## src/rtl/hyperbus_cfg_seq_pkg.sv

```systemverilog
`default_nettype none
// ============================================================================
//  Module   : hyperbus_cfg_seq_pkg
//  Purpose  : Shared types and helpers for the HyperBus configuration
//             sequencer (state encoding, table index width).
//  Revision : 1.0 - initial release
// ============================================================================
package hyperbus_cfg_seq_pkg;

  localparam int unsigned StateWidth = 3;

  // Sequencer states; VERIFY is only reachable in the read-back build.
  typedef enum logic [StateWidth-1:0] {
    CFG_DELAY  = 3'd0,
    CFG_WRITE  = 3'd1,
    CFG_VERIFY = 3'd2,
    CFG_DONE   = 3'd3,
    CFG_ERR    = 3'd4
  } cfg_state_e;

  // Width of the table index; a single-entry table still needs one bit.
  function automatic int unsigned idx_width(input int unsigned num_entries);
    return (num_entries > 1) ? $clog2(num_entries) : 1;
  endfunction

endpackage
`default_nettype wire

```

## src/rtl/hyperbus_cfg_seq_mux.sv

```systemverilog
`default_nettype none
// ============================================================================
//  Module   : hyperbus_cfg_seq_mux
//  Purpose  : Combinational register-bus steering. In pass-through the host
//             bus is wired straight to the device bus; otherwise the
//             sequencer owns the device bus and the host is stalled.
//  Revision : 1.0 - initial release
// ============================================================================
module hyperbus_cfg_seq_mux #(
  parameter int AddrWidth = 32,
  parameter int DataWidth = 32
) (
  input  logic                   pass_thru,
  // sequencer-side request (registered upstream)
  input  logic                   seq_valid,
  input  logic                   seq_write,
  input  logic [AddrWidth-1:0]   seq_addr,
  input  logic [DataWidth-1:0]   seq_wdata,
  // host side
  input  logic [AddrWidth-1:0]   host_addr,
  input  logic                   host_write,
  input  logic [DataWidth-1:0]   host_wdata,
  input  logic [DataWidth/8-1:0] host_wstrb,
  input  logic                   host_valid,
  output logic [DataWidth-1:0]   host_rdata,
  output logic                   host_ready,
  output logic                   host_error,
  // device side
  output logic [AddrWidth-1:0]   dev_addr,
  output logic                   dev_write,
  output logic [DataWidth-1:0]   dev_wdata,
  output logic [DataWidth/8-1:0] dev_wstrb,
  output logic                   dev_valid,
  input  logic [DataWidth-1:0]   dev_rdata,
  input  logic                   dev_ready,
  input  logic                   dev_error
);

  // Select the device-bus owner and steer the response back to the host only
  // when the host owns the bus.
  always_comb begin
    dev_addr   = seq_addr;
    dev_write  = seq_write;
    dev_wdata  = seq_wdata;
    dev_wstrb  = '1;
    dev_valid  = seq_valid;
    host_rdata = '0;
    host_ready = 1'b0;
    host_error = 1'b0;
    if (pass_thru) begin
      dev_addr   = host_addr;
      dev_write  = host_write;
      dev_wdata  = host_wdata;
      dev_wstrb  = host_wstrb;
      dev_valid  = host_valid;
      host_rdata = dev_rdata;
      host_ready = dev_ready;
      host_error = dev_error;
    end
  end

endmodule
`default_nettype wire

```

## src/rtl/hyperbus_cfg_seq.sv

```systemverilog
`default_nettype none
// ============================================================================
//  Module   : hyperbus_cfg_seq
//  Purpose  : Post-reset configuration sequencer for the HyperBus controller
//             register file. Writes a compile-time (address, data) table into
//             the controller after reset or on start_i, stalling host traffic
//             meanwhile; transparent pass-through once finished.
//             Define HYPERBUS_CFG_SEQ_VERIFY_EN to read back and compare each
//             entry after it is written.
//  Revision : 1.0 - initial release
// ============================================================================
module hyperbus_cfg_seq
  import hyperbus_cfg_seq_pkg::*;
#(
  parameter int RegAddrWidth  = 32,
  parameter int RegDataWidth  = 32,
  parameter int NumEntries    = 4,
  parameter logic [NumEntries-1:0][RegAddrWidth-1:0] CfgAddrs = '0,
  parameter logic [NumEntries-1:0][RegDataWidth-1:0] CfgData  = '0,
  parameter int StartDelay    = 16,
  parameter int TimeoutCycles = 256
) (
  input  logic                      clk_i,
  input  logic                      rst_i,
  input  logic                      start_i,
  input  logic [RegAddrWidth-1:0]   host_req_addr_i,
  input  logic                      host_req_write_i,
  input  logic [RegDataWidth-1:0]   host_req_wdata_i,
  input  logic [RegDataWidth/8-1:0] host_req_wstrb_i,
  input  logic                      host_req_valid_i,
  output logic [RegDataWidth-1:0]   host_rsp_rdata_o,
  output logic                      host_rsp_ready_o,
  output logic                      host_rsp_error_o,
  output logic [RegAddrWidth-1:0]   dev_req_addr_o,
  output logic                      dev_req_write_o,
  output logic [RegDataWidth-1:0]   dev_req_wdata_o,
  output logic [RegDataWidth/8-1:0] dev_req_wstrb_o,
  output logic                      dev_req_valid_o,
  input  logic [RegDataWidth-1:0]   dev_rsp_rdata_i,
  input  logic                      dev_rsp_ready_i,
  input  logic                      dev_rsp_error_i,
  output logic                      busy_o,
  output logic                      done_o,
  output logic                      err_o,
  output logic [idx_width(NumEntries)-1:0] err_idx_o
);

  localparam int unsigned IdxWidth = idx_width(NumEntries);

  localparam logic [StateWidth-1:0] S_DELAY  = CFG_DELAY;
  localparam logic [StateWidth-1:0] S_WRITE  = CFG_WRITE;
  localparam logic [StateWidth-1:0] S_VERIFY = CFG_VERIFY;
  localparam logic [StateWidth-1:0] S_DONE   = CFG_DONE;
  localparam logic [StateWidth-1:0] S_ERR    = CFG_ERR;

  localparam logic [IdxWidth-1:0] LastIdx     = IdxWidth'(NumEntries - 1);
  localparam logic [31:0]         DelayLast   = 32'(StartDelay);
  localparam logic [31:0]         TimeoutLast = 32'(TimeoutCycles - 1);

  logic [StateWidth-1:0]   state;
  logic [31:0]             delay_cnt;
  logic [31:0]             timeout_cnt;
  logic [IdxWidth-1:0]     idx;
  logic [IdxWidth-1:0]     err_idx;
  logic                    start_pend;
  logic                    seq_valid;
  logic                    seq_write;
  logic [RegAddrWidth-1:0] seq_addr;
  logic [RegDataWidth-1:0] seq_wdata;
  logic                    pass_thru;

`ifdef HYPERBUS_CFG_SEQ_VERIFY_EN
  logic verify_bad;
  assign verify_bad = (dev_rsp_rdata_i != CfgData[idx]);
`endif

  assign pass_thru = (state == S_DONE) || (state == S_ERR);
  assign busy_o    = (state == S_DELAY) || (state == S_WRITE) || (state == S_VERIFY);
  assign done_o    = (state == S_DONE);
  assign err_o     = (state == S_ERR);
  assign err_idx_o = err_idx;

  // Sequencer FSM: start delay, one registered access per entry with a bubble
  // after each handshake, abort on device error / timeout / read-back mismatch.
  always_ff @(posedge clk_i) begin
    if (rst_i) begin
      state       <= S_DELAY;
      delay_cnt   <= '0;
      timeout_cnt <= '0;
      idx         <= '0;
      err_idx     <= '0;
      start_pend  <= 1'b0;
      seq_valid   <= 1'b0;
      seq_write   <= 1'b0;
      seq_addr    <= '0;
      seq_wdata   <= '0;
    end else begin
      case (state)
        S_DELAY: begin
          if (delay_cnt == DelayLast) begin
            // First access is launched straight out of the delay so its
            // valid rises StartDelay+1 cycles after the delay began.
            state       <= S_WRITE;
            seq_valid   <= 1'b1;
            seq_write   <= 1'b1;
            seq_addr    <= CfgAddrs[0];
            seq_wdata   <= CfgData[0];
            timeout_cnt <= '0;
          end else begin
            delay_cnt <= delay_cnt + 32'd1;
          end
        end
        S_WRITE, S_VERIFY: begin
          if (!seq_valid) begin
            seq_valid   <= 1'b1;
            seq_write   <= (state == S_WRITE);
            seq_addr    <= CfgAddrs[idx];
            seq_wdata   <= CfgData[idx];
            timeout_cnt <= '0;
          end else if (dev_rsp_ready_i) begin
            seq_valid <= 1'b0;
            if (dev_rsp_error_i) begin
              state   <= S_ERR;
              err_idx <= idx;
            end
`ifdef HYPERBUS_CFG_SEQ_VERIFY_EN
            else if (state == S_WRITE) begin
              state <= S_VERIFY;
            end else if (verify_bad) begin
              state   <= S_ERR;
              err_idx <= idx;
            end
`endif
            else if (idx == LastIdx) begin
              state <= S_DONE;
            end else begin
              idx   <= idx + IdxWidth'(1);
              state <= S_WRITE;
            end
          end else if (timeout_cnt == TimeoutLast) begin
            seq_valid <= 1'b0;
            state     <= S_ERR;
            err_idx   <= idx;
          end else begin
            timeout_cnt <= timeout_cnt + 32'd1;
          end
        end
        S_DONE, S_ERR: begin
          // A restart never cuts a host transfer: it waits for host valid low.
          if ((start_i || start_pend) && !host_req_valid_i) begin
            state      <= S_DELAY;
            delay_cnt  <= '0;
            idx        <= '0;
            err_idx    <= '0;
            start_pend <= 1'b0;
          end else if (start_i) begin
            start_pend <= 1'b1;
          end
        end
        default: state <= S_DELAY;
      endcase
    end
  end

  hyperbus_cfg_seq_mux #(
    .AddrWidth (RegAddrWidth),
    .DataWidth (RegDataWidth)
  ) u_mux (
    .pass_thru  (pass_thru),
    .seq_valid  (seq_valid),
    .seq_write  (seq_write),
    .seq_addr   (seq_addr),
    .seq_wdata  (seq_wdata),
    .host_addr  (host_req_addr_i),
    .host_write (host_req_write_i),
    .host_wdata (host_req_wdata_i),
    .host_wstrb (host_req_wstrb_i),
    .host_valid (host_req_valid_i),
    .host_rdata (host_rsp_rdata_o),
    .host_ready (host_rsp_ready_o),
    .host_error (host_rsp_error_o),
    .dev_addr   (dev_req_addr_o),
    .dev_write  (dev_req_write_o),
    .dev_wdata  (dev_req_wdata_o),
    .dev_wstrb  (dev_req_wstrb_o),
    .dev_valid  (dev_req_valid_o),
    .dev_rdata  (dev_rsp_rdata_i),
    .dev_ready  (dev_rsp_ready_i),
    .dev_error  (dev_rsp_error_i)
  );

endmodule
`default_nettype wire

```

## config.mk

```make
export PLATFORM = sky130hd
export DESIGN_NAME = hyperbus_cfg_seq
export DESIGN_NICKNAME = d
export VERILOG_FILES = /design/src/rtl/hyperbus_cfg_seq_pkg.sv /design/src/rtl/hyperbus_cfg_seq_mux.sv /design/src/rtl/hyperbus_cfg_seq.sv
export SDC_FILE = /design/constraint.sdc
export NUM_CORES = 1
export LEC_CHECK = 0
export ABC_AREA = 1
export BUFFER_PORTS_ARGS = -buffer_cell sky130_fd_sc_hd__buf_2
export CAP_MARGIN = 10
export CELL_PAD_IN_SITES_DETAIL_PLACEMENT = 1
export CELL_PAD_IN_SITES_GLOBAL_PLACEMENT = 2
export CORE_AREA = 5 5 167 169
export CTS_CLUSTER_SIZE = 12
export DETAILED_ROUTE_END_ITERATION = 7
export DIE_AREA = 0 0 172 174
export GPL_TIMING_DRIVEN = 0
export PLACE_DENSITY_LB_ADDON = 0.1
export RECOVER_POWER = 50
export SLEW_MARGIN = 20
export SYNTH_ARGS = -nofsm -noshare
export SYNTH_HDL_FRONTEND = slang
export SYNTH_SLANG_ARGS = --single-unit
```

## constraint.sdc

```tcl
create_clock -name clk_i -period 2.5 [get_ports clk_i]
set_input_delay 0.375 -clock clk_i [delete_from_list [all_inputs] [get_ports clk_i]]
set_output_delay 0.375 -clock clk_i [all_outputs]
set_load 0.01 [all_outputs]
```

==> results.cfg, run 1 <==
[outcome]
run_status = complete, no violations

[hold_path]
min_path_type = in2reg

[sta]
slew_headroom_pct = 51.27
setup_viol = 0
hold_viol = 0
max_freq_mhz = 429.0
rsz0062_at_grt = no
finalMaxSlewViolations = 0
finalCritPeriodShare_pct = 93.23
finalClockSkew_ps = 14.95
tightest_slew_ps = 731.0
fin_crit_ps = 2331
setup_ws_ps = 169.3
setup-tns-final_ps = 0

[setup_path]
timing.rr.end = timeout_cnt[19]
end_kind = primary output
arrival_ps = 1960
path_cells = inv_1 -> nand3_1 -> nand2_4 -> inv_2 -> clkbuf_4 -> buf_4 -> or2_2 -> buf_2
worstPathRequired_ps = 2120
cp_slowest_cell = dfxtp_1
criticalPathCategory = reg2out
r2r-start = timeout_cnt[0]
reg2reg_depth = 13
startpoint = state[2]
r2r_slack_ps = 200
crit_fanout = 10
max_stage_delay_ps = 360
critPathCapture = dev_req_wstrb_o[0]
cp-start-kind = flop

[yosys]
ys_ff_latch = 74
synth_cell_types = 33
syn-cell-area_sq_um = 6162
avgSynthCellArea_sq_um = 5.294
yosysSeqAreaShare_pct = 24.04
synthCells = 1164
yosysWarnings = 0
async_flop_share_pct = 0
synth_edf_count = 0
syn_nets = 1275
synthFlopType = dfxtp_1

[die]
initial_core_util_pct = 23.32
fp-row-count = 60
die_y_um = 174
die_x_um = 172
core_area_sq_um = 26430
io_pins = 216
dieArea_sq_um = 29930

[drt]
vias = 7582
viasPerCell = 4.368
detail-route-antenna-nets = 0
wl_per_cell_um = 15.29
drc = 0
routed_wl_mm = 26.54
detail_route.iter0.violations = 282
drt-pass1-iter-count = 4

[power]
peakVddDrop_v = 0.0003274
p_per_area_nw_per_um2 = 734.9
p_leak_nw = 4.111

[flow_run]
drv_cap = 0

[global_route]
grt_pass1_wl_mm = 42.66
grt_pass1_vias = 7933
gr-total-overflow = 0
grt_max_degree = 15
antenna_found_initial = 0
track_usage_pct = 17.75

[clock_network]
cts_tree = yes
htreeDepth = 3
clk_pin_slew_worst_paths_ps = 70
clock_sinks = 74
clk_path_buf_depth = 2
clockRootBuffer = clkbuf_16
cts_buffers = 9
insertion_delay_ps = 360

[place]
routabilityCongestion = 0.7979
pre_cts_ws_ps = 25.32
hpwl_mm = 21.80
portBuffers = 214

[layout]
antenna_cells = 0
fin_nets = 1501
fillers = 3636
final_layout_size_suffix_gt1_share_pct = 20.43
synthToLayoutAreaGrowth_pct = 28.97
-- cells by family after synthesis --
family,count (synthesis),synth area share (%)
xor gates and xnor gates,3,0.4265
and+or+nand+nor,753,51.55
DFF,74,24.04
adders and majority gates,4,0.8122
AOI/OAI and AO/OA,84,6.883
buffers and inverters,246,16.28
-- worst max-delay path, delay by kind of cell (launching register included) --
kind          cells  cell delay [ps]
simple gates      3              530
buf+inv           5              710
flops             1              360
-- worst min path at each step --
stage,from,slack [ps],cells past startpoint,end
after floorplan,seq_write,440,2,seq_write
after global placement,start_pend,470,2,start_pend
after detailed placement,start_pend,470,2,start_pend
after CTS,start_i,280,3,start_pend
after global routing,start_i,300,3,start_pend
final,start_i,290,3,start_pend
-- synth_stat cells (all sizes together), types with 2 or more instances --
master | number | area (sq um)
clkbuf | 18 | 67.56
dfxtp | 74 | 1481
or2 | 7 | 43.79
buf | 24 | 167.6
a21oi | 50 | 250.2
nand3 | 127 | 635.6
xor2 | 3 | 26.28
nor2 | 295 | 1160
inv | 203 | 764.5
nand2 | 294 | 1164
o21ai | 32 | 160.1
ha | 4 | 50.05
nor3 | 17 | 90.09
nand3b | 2 | 15.01
nand4 | 9 | 56.30
-- routing by layer --
layer / track usage (%) / share of wire, % / wire, um / vias to the layer above
met3: 2.957 / 2.5 / 653 / 11
li1: - / - / - / 3995
met1: 21.44 / 43 / 11530 / 3483
met4: 1.769 / 0.46 / 121 / 0
met5: 0 / 0 / 0 / -
met2: 33.68 / 54 / 14230 / 93
-- power by group --
group          internal (mW)  switching [mW]
clock network          0.712           0.625
registers               1.36           0.208
logic                   1.00            1.93
-- metrics by stage --
stage / std cells / instance area [sq um] / hold slack, ps / power (mW) / util [%]
floorplan: 1164 / 6162 / 438.9 / 3.474 / -
global placement: 1719 / 7660 / 467.4 / 4.590 / 28.99
global route: 1736 / 7948 / 299.7 / 6.379 / 30.08
CTS: 1735 / 7976 / 280.4 / 6.006 / 30.18
finish: 1736 / 7948 / 286.1 / 5.840 / 30.08
detailed placement: 1719 / 7660 / 470.6 / 4.610 / 28.99
-- flip-flops by register name (all words and copies together) (netlist names) --
| register | flops |
|---|---|
| delay_cnt | 32 |
| seq_valid | 1 |
| state | 3 |
| timeout_cnt | 32 |
| idx | 2 |
| start_pend | 1 |
| err_idx_o | 2 |
| seq_write | 1 |
-- cell type report --
class / count / area [sq um] / share of cell area, %
sequential: 74 / 1484 / 18.67
buffer: 42 / 257.7 / 3.243
multi-input combinational: 844 / 3656 / 46.00
clock buffer: 10 / 239.0 / 3.007
inverter: 204 / 768.2 / 9.666
clock inverter: 6 / 50.05 / 0.6297
tap: 341 / 426.7 / 5.368
timing repair buffer: 215 / 1066 / 13.41
-- layout by cell type (no fill, tap or decap), drive strengths merged --
cell,n
a21oi,50
a31oi,1
and3,1
buf,226
clkbuf,41
clkinv,3
clkinvlp,2
dfxtp,74
ha,4
inv,205
nand2,294
nand3,127
nand3b,2
nand4,9
nor2,295
nor3,17
nor4,1
o21ai,32
o21bai,1
or2,7
xor2,3
-- what timing repair did --
action	in CTS	in global routing
pin swaps	0	1
hold buffers	0	0
resized for setup	16	9
setup endpoints to repair	103	99
setup buffers	0	1
(Power assumes the default switching activity.)
==> run 2: changes to the inputs <==
Settings changed: PLACE_DENSITY set to 0.91, PLACE_DENSITY_LB_ADDON 0.1 to not set.
Clock period 2.5 ns to 2.33 ns, I/O delays scaled along.
==> run 2 against run 1 <==
Against the previous run: setup slack got worse by 76 ps; global-route usage fell by 1.3 points; routed wire length fell by 6.3%; critical path type unchanged; combinational power rose by 8.8%; largest cell class unchanged; largest power group unchanged; flip-flop and latch count did not move; clock skew fell by 7.8 ps.
==> results.cfg, run 2 (synthesis gave the netlist of run 1 again) <==
[hold_path]
holdCritStartpoint = start_i
whs_endpoint = start_pend
min_delay_path_depth = 3
min_path_type = in2reg

[sta]
setup_viol = 0
fin_crit_ps = 2237
finalClockSkew_ps = 7.148
rsz0062_at_grt = no
finalMaxSlewViolations = 0
finalCritPeriodShare_pct = 96.01
setup_ws_ps = 92.87
hold_viol = 0
tightest_slew_ps = 726.6
whs_ps = 260.0
max_freq_mhz = 447.0
slew_headroom_pct = 51.56

[layout]
antenna_cells = 0
synthToLayoutAreaGrowth_pct = 30.19
reg.largest.list = delay_cnt: 32 flops, timeout_cnt: 32 flops, state: 3 flops
fin_nets = 1502
final_layout_size_suffix_gt1_share_pct = 20.56
final_core_util_pct = 30.36
final_cell_mix = 287 x nand2_1, 280 x nor2_1, 202 x buf_2
fin_cells = 1737
final_common_cell = nand2_1

[setup_path]
crit_buf_inv = 4
reg2reg_depth = 13
crit_fanout = 10
worstPathRequired_ps = 1980
path_cells = nor2_1 -> nand2_1 -> nand2_4 -> inv_2 -> buf_4 -> clkbuf_8 -> or2_2 -> buf_2
path_delay_family = simple AND/OR/NAND/NOR gates
timing.rr.end = timeout_cnt[2]
r2r-start = timeout_cnt[0]
end_kind = primary output
cp-start-kind = flop
arrival_ps = 1890
cp_slowest_cell = dfxtp_2
r2r_slack_ps = 170
max_stage_delay_ps = 350
criticalPathCategory = reg2out

[place]
portBuffers = 214
routabilityCongestion = 0.8791
place_inst = 1719
pre_cts_ws_ps = -170.4
hpwl_mm = 19.93

[power]
power_frac_seq_pct = 26.1
p_total_mw = 6.445
power.switching_mw = 2.910
switching_share_pct = 45.15
intPower_mw = 3.535
p_per_area_nw_per_um2 = 803.3
p_leak_nw = 4.140
p_clk_share_pct = 24.2
comb_power_share_pct = 49.6
peakVddDrop_v = 0.0003195

[clock_network]
clock_sinks = 74
clk_path_buf_depth = 2
holdBufCountCts = 0
clockRootBuffer = clkbuf_16
cts_buffers = 9
insertion_delay_ps = 360
cts_tree = yes
htreeDepth = 3
clk_pin_slew_worst_paths_ps = 60

[die]
dieArea_sq_um = 29930
initial_core_util_pct = 23.32
die_x_um = 172
die_y_um = 174
io_pins = 216
fp-row-count = 60
core_area_sq_um = 26430

[global_route]
track_usage_pct = 16.50
grt_pass1_vias = 8096
antenna_found_initial = 0
grt_pass1_wl_mm = 40.21
gr-total-overflow = 0
grt_max_degree = 13

[drt]
viasPerCell = 4.504
detail-route-antenna-nets = 0
drc = 0
vias = 7824
drt-pass1-iter-count = 4
detail_route.iter0.violations = 349
routed_wl_mm = 24.85
wl_per_cell_um = 14.31

[flow_run]
drv_cap = 0

[outcome]
run_status = complete, no violations
[run 2: cell count changes in the layout (fill, tap and decap cells not counted), moves of 2 or more]
cell        previous run  this run
buf_2                215       202
bufinv_16              0         2
clkbuf_1              21        24
clkbuf_2               7        16
clkinv_2               0         4
clkinv_4               2         0
clkinvlp_4             2         0
dfxtp_1               72        70
dfxtp_2                2         4
inv_6                  2         0
o21ai_0               29        32
o21ai_1                3         0
[run 2: area by class of cell]
class	instances	area, sq um
Clock buffer	10	239.0
Sequential cell	74	1486
Clock inverter	6	80.08
Buffer	42	276.5
Fill cell	3693	18400
Multi-Input combinational cell	844	3682
Inverter	204	768.2
Timing Repair Buffer	216	1064
Tap cell	341	426.7
[run 2: worst min-delay path, delay by kind of cell]
kind,cells,cell delay (ps)
AND/OR/NAND/NOR,1,90
buffers and inverters,1,90
AO/OA/AOI/OAI,1,60
[run 2: what timing repair did]
action / 4_1_cts / 5_1_grt
buffers inserted: 2 / 0
pin swaps: 1 / 0
hold endpoints to repair: 0 / 0
endpoints found under the setup margin: 104 / 21
resized for setup: 26 / 6
[run 2: how the worst max path moves through the flow]
| stage | startpoint | to | cells past startpoint |
|---|---|---|---|
| finish | state[0] | dev_req_wstrb_o[3] | 8 |
| floorplan | timeout_cnt[0] | timeout_cnt[29] | 13 |
| global route | timeout_cnt[0] | timeout_cnt[2] | 13 |
| detailed placement | state[2] | dev_req_wdata_o[1] | 8 |
| global placement | state[2] | dev_req_wdata_o[1] | 8 |
| CTS | state[0] | dev_req_wstrb_o[3] | 8 |
[run 2: per-stage QoR]
stage,instance area (sq um),setup TNS (ps)
finish,8023,0
detailed placement,7660,-7358
CTS,8048,0
global route,8023,0
global placement,7660,-3608
floorplan,6162,0
[run 2: power groups by stage]
stage	combinational (mW)	clock [mW]	sequential (mW)
finish	3.20	1.56	1.68
global route	3.60	1.63	1.72
CTS	3.29	1.60	1.68
detailed placement	3.20	0	1.70
global placement	3.11	0	1.70
floorplan	2.09	0	1.64
[run 2: metal layers]
layer | up-vias | wire length [um] | track usage [%]
li1 | 3991 | - | -
met3 | 31 | 1001 | 2.752
met2 | 154 | 13090 | 31.43
met5 | - | 0 | 0
met4 | 0 | 443 | 3.669
met1 | 3648 | 10320 | 18.96
